[src/rtl/idelay_tap_ctrl.sv]
// idelay_tap_ctrl: multi-channel tap controller for IDELAYE2 elements in VAR_LOAD mode.
//
// Accepts SET/INC/DEC/SWEEP commands over a valid/ready handshake, drives the
// per-channel CNTVALUEIN registers with a coincident one-cycle LD strobe, then
// checks the CNTVALUEOUT readback against the intended tap.
//
// Ports:
//   CLK, RST          clock, synchronous active-high reset
//   cal_rdy           calibrator ready; low zeroes all taps and blocks commands
//   cmd_valid/ready   command handshake
//   cmd_op            0=SET, 1=INC, 2=DEC, 3=SWEEP
//   cmd_ch            target channel
//   cmd_value         SET: new tap; SWEEP: bit0 1=start, 0=stop
//   dly_ld            per-channel LD pulse
//   dly_cntvaluein    per-channel tap, channel i at [i*TAP_W +: TAP_W]
//   dly_cntvalueout   per-channel readback, same packing
//   tap_out           registered readback of the last addressed channel
//   busy              load sequence in progress
//   sweep_active      sweep running
//   sweep_wrap        pulse in the LOAD cycle of a sweep step landing on tap 0
//   err               sticky readback mismatch / out-of-range channel flag
module idelay_tap_ctrl #(
  parameter int unsigned CHANNELS     = 4,
  parameter int unsigned TAP_W        = 5,
  parameter int unsigned CH_W         = 2,
  parameter int unsigned DWELL_CYCLES = 1000000
) (
  input  logic                      CLK,
  input  logic                      RST,
  input  logic                      cal_rdy,
  input  logic                      cmd_valid,
  output logic                      cmd_ready,
  input  logic [1:0]                cmd_op,
  input  logic [CH_W-1:0]           cmd_ch,
  input  logic [TAP_W-1:0]          cmd_value,
  output logic [CHANNELS-1:0]       dly_ld,
  output logic [CHANNELS*TAP_W-1:0] dly_cntvaluein,
  input  logic [CHANNELS*TAP_W-1:0] dly_cntvalueout,
  output logic [TAP_W-1:0]          tap_out,
  output logic                      busy,
  output logic                      sweep_active,
  output logic                      sweep_wrap,
  output logic                      err
);

  localparam int unsigned DwellW = $clog2(DWELL_CYCLES);
  localparam logic [DwellW-1:0] DwellReload = DwellW'(DWELL_CYCLES - 1);

  localparam logic [1:0] OpSet   = 2'd0;
  localparam logic [1:0] OpInc   = 2'd1;
  localparam logic [1:0] OpDec   = 2'd2;
  localparam logic [1:0] OpSweep = 2'd3;

  typedef enum logic [2:0] {StIdle, StLoad, StSettle, StVerify, StDwell} state_e;

  state_e            state_q, state_d;
  logic [TAP_W-1:0]  tap_q [CHANNELS];
  logic [TAP_W-1:0]  tap_d [CHANNELS];
  logic [CH_W-1:0]   ch_q, ch_d;
  logic [CH_W-1:0]   rd_ch_q, rd_ch_d;
  logic [CH_W-1:0]   sweep_ch_q, sweep_ch_d;
  logic              sweep_q, sweep_d;
  logic              step_q, step_d;
  logic [DwellW-1:0] dwell_q, dwell_d;
  logic              err_q, err_d;
  logic [TAP_W-1:0]  tap_out_q;

  logic              accept;
  logic              in_range;
  logic [TAP_W-1:0]  cur_tap;
  logic [TAP_W-1:0]  rb_tap;

  assign cmd_ready = cal_rdy && !RST && (state_q == StIdle || state_q == StDwell);
  assign accept    = cmd_valid && cmd_ready;
  assign in_range  = 32'(cmd_ch) < CHANNELS;
  assign rb_tap    = dly_cntvalueout[ch_q*TAP_W +: TAP_W];

  always_comb begin
    cur_tap = '0;
    if (in_range) cur_tap = tap_q[cmd_ch];
  end

  always_comb begin
    state_d    = state_q;
    tap_d      = tap_q;
    ch_d       = ch_q;
    rd_ch_d    = rd_ch_q;
    sweep_ch_d = sweep_ch_q;
    sweep_d    = sweep_q;
    step_d     = step_q;
    dwell_d    = dwell_q;
    err_d      = err_q;

    unique case (state_q)
      StIdle, StDwell: begin
        if (accept) begin
          // Any accepted command ends a running sweep.
          sweep_d = 1'b0;
          step_d  = 1'b0;
          if (!in_range) begin
            err_d   = 1'b1;
            state_d = StIdle;
          end else begin
            rd_ch_d = cmd_ch;
            unique case (cmd_op)
              OpSet: begin
                tap_d[cmd_ch] = cmd_value;
                ch_d          = cmd_ch;
                state_d       = StLoad;
              end
              OpInc: begin
                tap_d[cmd_ch] = cur_tap + 1'b1;
                ch_d          = cmd_ch;
                state_d       = StLoad;
              end
              OpDec: begin
                tap_d[cmd_ch] = cur_tap - 1'b1;
                ch_d          = cmd_ch;
                state_d       = StLoad;
              end
              OpSweep: begin
                if (cmd_value[0]) begin
                  sweep_d    = 1'b1;
                  sweep_ch_d = cmd_ch;
                  dwell_d    = DwellReload;
                  state_d    = StDwell;
                end else begin
                  state_d = StIdle;
                end
              end
            endcase
          end
        end else if (state_q == StDwell) begin
          if (dwell_q == '0) begin
            tap_d[sweep_ch_q] = tap_q[sweep_ch_q] + 1'b1;
            ch_d              = sweep_ch_q;
            step_d            = 1'b1;
            state_d           = StLoad;
          end else begin
            dwell_d = dwell_q - 1'b1;
          end
        end
      end
      StLoad:   state_d = StSettle;
      StSettle: state_d = StVerify;
      StVerify: begin
        if (rb_tap != tap_q[ch_q]) err_d = 1'b1;
        step_d  = 1'b0;
        dwell_d = DwellReload;
        state_d = sweep_q ? StDwell : StIdle;
      end
      default: state_d = StIdle;
    endcase

    // Losing calibration overrides everything except the sticky error.
    if (!cal_rdy) begin
      state_d = StIdle;
      sweep_d = 1'b0;
      step_d  = 1'b0;
      for (int i = 0; i < int'(CHANNELS); i++) tap_d[i] = '0;
    end
  end

  always_ff @(posedge CLK) begin
    if (RST) begin
      state_q    <= StIdle;
      tap_q      <= '{default: '0};
      ch_q       <= '0;
      rd_ch_q    <= '0;
      sweep_ch_q <= '0;
      sweep_q    <= 1'b0;
      step_q     <= 1'b0;
      dwell_q    <= '0;
      err_q      <= 1'b0;
      tap_out_q  <= '0;
    end else begin
      state_q    <= state_d;
      tap_q      <= tap_d;
      ch_q       <= ch_d;
      rd_ch_q    <= rd_ch_d;
      sweep_ch_q <= sweep_ch_d;
      sweep_q    <= sweep_d;
      step_q     <= step_d;
      dwell_q    <= dwell_d;
      err_q      <= err_d;
      tap_out_q  <= dly_cntvalueout[rd_ch_q*TAP_W +: TAP_W];
    end
  end

  // LD follows the registered state, so a reset or calibration drop squashes it.
  always_comb begin
    dly_ld = '0;
    if (state_q == StLoad) dly_ld[ch_q] = 1'b1;
  end

  for (genvar i = 0; i < int'(CHANNELS); i++) begin : g_taps
    assign dly_cntvaluein[i*TAP_W +: TAP_W] = tap_q[i];
  end

  assign tap_out      = tap_out_q;
  assign busy         = (state_q == StLoad) || (state_q == StSettle) || (state_q == StVerify);
  assign sweep_active = sweep_q;
  assign sweep_wrap   = (state_q == StLoad) && step_q && (tap_q[ch_q] == '0);
  assign err          = err_q;

endmodule

[config.mk]
export PLATFORM = sky130hd
export DESIGN_NAME = idelay_tap_ctrl
export DESIGN_NICKNAME = d
export VERILOG_FILES = /design/src/rtl/idelay_tap_ctrl.sv
export SDC_FILE = /design/constraint.sdc
export NUM_CORES = 1
export LEC_CHECK = 0
export BUFFER_PORTS_ARGS = -buffer_cell sky130_fd_sc_hd__buf_2
export CAP_MARGIN = 10
export CORE_MARGIN = 2
export CORE_UTILIZATION = 30
export DETAILED_ROUTE_END_ITERATION = 10
export SETUP_SLACK_MARGIN = 0.05
export SLEW_MARGIN = 15
export SYNTH_ARGS = -nofsm -noshare
export SYNTH_HDL_FRONTEND = slang
export SYNTH_SLANG_ARGS = --single-unit
[constraint.sdc]
create_clock -name CLK -period 2.9 [get_ports CLK]
set_input_delay 0.87 -clock CLK [delete_from_list [all_inputs] [get_ports CLK]]
set_output_delay 0.87 -clock CLK [all_outputs]
set_load 0.01 [all_outputs]
# Yosys cells after proc, flatten, opt, wreduce, memory -nomap -nowiden
# Index checks and enable logic that the tools add are counted.
[word_totals]
reg_bits = 57
latch_bits = 0
ram_bits = 0
romBits = 0
input_bits = 33
out_inout_bits = 34
wordCells = 124
memories = 0
[classes]
add_sub_neg = 4
multipliers = 2
div = 0
order_cmp = 7
eq_ne = 15
shifts = 2
n_mux = 47
bitwise_logic = 4
n_reduce_logical = 30
[ops]
columns = ["cell", "n"]
rows = [
  ["$mux W20", 8],
  ["$bwmux W20", 4],
  ["$pmux W20 S3", 1],
  ["$mux W5", 8],
  ["$pmux W20 S2", 1],
  ["$shiftx A20 B6 Y5", 2],
  ["$bmux W5 S2", 3],
  ["$demux W5 S2", 2],
  ["$logic_not A20 Y1", 1],
  ["$sub A20 B1 Y20 const B", 1],
  ["$mux W3", 5],
  ["$ne A3 B3 Y1 const B", 4],
  ["$pmux W3 S4", 1],
  ["$reduce_and A4 Y1", 3],
  ["$add A5 B1 Y5 const B", 2],
  ["$mul A2 B3 Y5 const B", 2],
  ["$ge A3 B3 Y1 const B", 3],
  ["$not A2 Y3", 3],
  ["$logic_and A1 B1 Y1", 8],
  ["$mux W2", 4],
  ["$eq A3 B2 Y1 const B", 2],
  ["$lt A3 B1 Y1 const B", 2],
  ["$mux W1", 6],
  ["$pmux W3 S2", 1],
  ["other kinds (26)", 34],
]

# Logic depth before layout (Yosys ltp)
[depth]
depth_word = 9
depth_mapped = 11
depth_no_buf = 8

# Worst setup path after synthesis
# OpenSTA, ideal clock, no wires.
[synth_timing]
path_type = "reg-to-output"
start = "register ch_q[0]"
end = "output sweep_wrap"
arrival_ns = 1.995
t_required_ns = 2.030
setup_slack_ns = 0.035
path_stages_with_launch = 5
path_buffers = 1
cell_sequence = "dfxtp_1 > clkbuf_1 > mux4_2 > or4_1 > nor3_1"
[synth_via]
elab_chain_cells = 6
[synth_lines]
columns = ["element", "line", "text"]
rows = [
  ["start, declared", "59", "logic [CH_W-1:0] ch_q, ch_d;"],
  ["start signal, assigned", "179", "ch_q <= ch_d;"],
  ["$not A2 Y3 (implied by the code)", "203", "assign sweep_wrap = (state_q == StLoad) && step_q && (tap_q[ch_q] == '0);"],
  ["$bmux W5 S2", "203", ""],
  ["$mux W5 (implied by the code) (2 in series)", "203", ""],
  ["$logic_not A5 Y1", "203", ""],
  ["$logic_and A1 B1 Y1", "203", ""],
  ["end, declared", "42", "output logic sweep_wrap,"],
]
# No other way between the ends. The select of a mux whose other input is x is not followed.

# Worst setup path in the final report
# Ends and elaborated chain as after synthesis.

==> flow_metrics.tcl <==
set metrics [dict create \
    multiInputGateArea_um2 2960 \
    firstDrtPassIters 5 \
    synthToLayoutAreaGrowth_pct 28.8 \
    cts_tree "yes" \
    vias 4742 \
    dpl.hpwl_um 11600 \
    ir_drop_uv 261 \
    grt_max_degree 24 \
    final_core_util 0.397 \
    clkLatencyLatePin_ns 0.33 \
    synth_warnings 0 \
    fin_nets 659 \
    synth_seq_cells 57 \
    cp_data_arrival_time_ns 2.14 \
    drtIter0Drc 586 \
    yosysUniqueCellTypes 72 \
    worstPathRequired_ns 2.03 \
    synthCells 517 \
    violations "setup timing" \
    synth-seq-area-share 0.266 \
    min-delay-path-class "flop to flop" \
    fin_crit_sh 1.04 \
    drv_slew 0 \
    worst_slew_pin_slew_ns 0.677 \
    gp_congestion 0.912 \
    synth_edf_count 0 \
    coreArea_um2 13900 \
    routed_wl_um 15500 \
    die_x_um 124 \
    fp-row-count 43 \
    tns_ns -0.105 \
    grt_usage 0.206 \
    regArea_um2 1140 \
    setup_ws_ns -0.105 \
    dieArea_um2 15300 \
    skew_ns 0.00588 \
    clkTransAtPathRegs_ns 0.05 \
    layout_common_cells "buf_2, buf_4, dfxtp_1, nand2_1, o21ai_0" \
    yosys.area.top_type "dfxtp_1" \
    layout_commonest_cell "buf_2" \
    synthArstFlopShare 0 \
    io_pins 67 \
    avgViaCountPerCell 5.91 \
    ys.flop_type "dfxtp_1" \
    final.fill_count 1388 \
    grt_pass1_wl_um 24200 \
    cts-htree-levels 3 \
    diodes 0 \
    slew_headroom 0.548 \
    critPathKind "flop to output pin" \
    grt-ovfl-total 0 \
    root_buffer "clkbuf_16" \
    port_buffers 66 \
    power.density_nw_per_um2 445 \
    synth_area_leaders "dfxtp_1, mux4_2, o21ai_0" \
    synth_nets 558 \
    max_cap_violations 0 \
    rsz0062_at_grt "yes" \
    drive_gt1_frac 0.302 \
    fmaxAchievable_ghz 0.333 \
    drc 0 \
    cts_num_sinks 57 \
    start_util 0.308 \
    netlist_area_um2 4290 \
    cts_buffers 9 \
    postSynthAreaPerCell_um2 8.30 \
    clk_path_buf_depth 2 \
    hold_violations 0 \
    crit_path_start_kind "flop" \
    status "finished with violations" \
    p_leak_nw 2.25 \
    ant_nets 0 \
    endpoint_kind "output pin" \
    grt_pass1_vias 4410 \
    die_h_um 124 \
    finalSetupViolations 1 \
    wire_per_inst_um 19.4 \
    finalCriticalPeriod_ns 3.01 \
    antenna_found_initial 0 \
    cp_max_fo 4 \
    cts.hold.buffers_added 0 \
    netlist.area_leader.share 0.266 \
]
==> routing by layer <==
| layer | part of all wire | routed length (um) | up-vias | track usage |
|---|---|---|---|---|
| li1 | - | - | 2202 | - |
| met5 | 0 | 0 | - | 0 |
| met3 | 0.090 | 1400 | 32 | 0.0453 |
| met2 | 0.44 | 6890 | 250 | 0.310 |
| met4 | 0.024 | 366 | 0 | 0.0668 |
| met1 | 0.44 | 6880 | 2258 | 0.292 |
==> cells in the mapped netlist (2+ instances only) <==
library cell	count
o22ai_1	4
nor4_1	5
ha_1	8
nor2b_1	6
nand4_1	3
a211oi_1	6
a32o_1	3
o31ai_1	2
and2_1	8
nand3_1	22
mux2i_1	2
o211a_1	5
a311oi_1	11
or3_1	3
and3_1	6
nor3b_1	4
o221ai_1	3
o21a_1	10
or4_1	2
o21ai_1	3
nor3_1	27
nor2_1	38
mux4_2	25
and3b_1	3
buf_2	3
a22oi_1	6
a211o_1	2
nand2_1	50
a21oi_1	30
inv_1	11
xnor2_1	6
xor2_1	5
a2bb2oi_1	6
a32oi_1	2
a31oi_1	15
o211ai_1	4
clkbuf_1	32
dfxtp_1	57
o21ai_0	41
nand2b_1	3
or2_2	2
a21oi_2	2
nand3b_1	2
==> cell type report <==
| class | instances | area share |
|---|---|---|
| clock buffer | 10 | 0.0432 |
| multi-input combinational | 410 | 0.536 |
| tap | 180 | 0.0407 |
| clock inverter | 6 | 0.0190 |
| inverter | 11 | 0.00747 |
| sequential | 57 | 0.207 |
| timing repair buffer | 129 | 0.147 |
==> per-stage QoR <==
step	std cells	hold slack, ns	cell area (um^2)	setup slack [ns]	power, mW
CTS	803	0.500	5510	-0.131	2.46
floorplan	517	0.472	4290	0.0758	1.07
finish	803	0.496	5530	-0.105	2.46
global placement	786	0.467	5140	-0.0568	1.22
detailed placement	786	0.485	5140	-0.146	1.22
global route	803	0.528	5530	-0.169	2.54
==> path summary, 6_finish.rpt <==
check / depth (start not counted) / startpoint / end / slack [ns]
max: 5 / ch_q[0] / sweep_wrap / -0.11
min: 2 / err / err / 0.50
max reg2reg: 7 / dwell_q[10] / dly_cntvaluein[17] / 0.23
min reg2reg: 2 / err / err / 0.50
==> report_power, final <==
group	switching, mW	leakage (nW)	internal [mW]
Clock	0.380	0.172	0.857
Combinational	0.233	1.61	0.173
Sequential	0.0158	0.462	0.799
Total	0.628	2.25	1.83
==> critical path: stages, from the launching register on <==
cell     delay (ns)
dfxtp_2        0.34
buf_6          0.12
mux4_2         0.52
or4_4          0.55
nor3_2         0.12
buf_2          0.16
==> cell families (layout without fill, tap and decap cells) <==
group,after synthesis,count (layout),synth area share
flip-flops,57,57,0.266
buffers and inverters,50,156,0.0499
AO/OA/AOI/OAI,174,174,0.281
adder cells (fa/ha/maj),8,8,0.0233
AND/OR/NAND/NOR,190,190,0.221
multiplexers,27,27,0.136
XOR/XNOR,11,11,0.0224
==> sequential cells by signal (all words and copies together), names as in the netlist <==
register and flops:
rd_ch_q 2, dly_cntvaluein 20, dwell_q 20, sweep_ch_q 2
err 1, ch_q 2, sweep_active 1, state_q 3
step_q 1, tap_out 5
==> timing repair <==
item,in CTS,in global routing
resized for setup,4,4
setup buffers,1,0
gates cloned,0,0
pin swaps,1,0
endpoints found under the setup margin,1,13
Power figures use the tool's default switching activity.
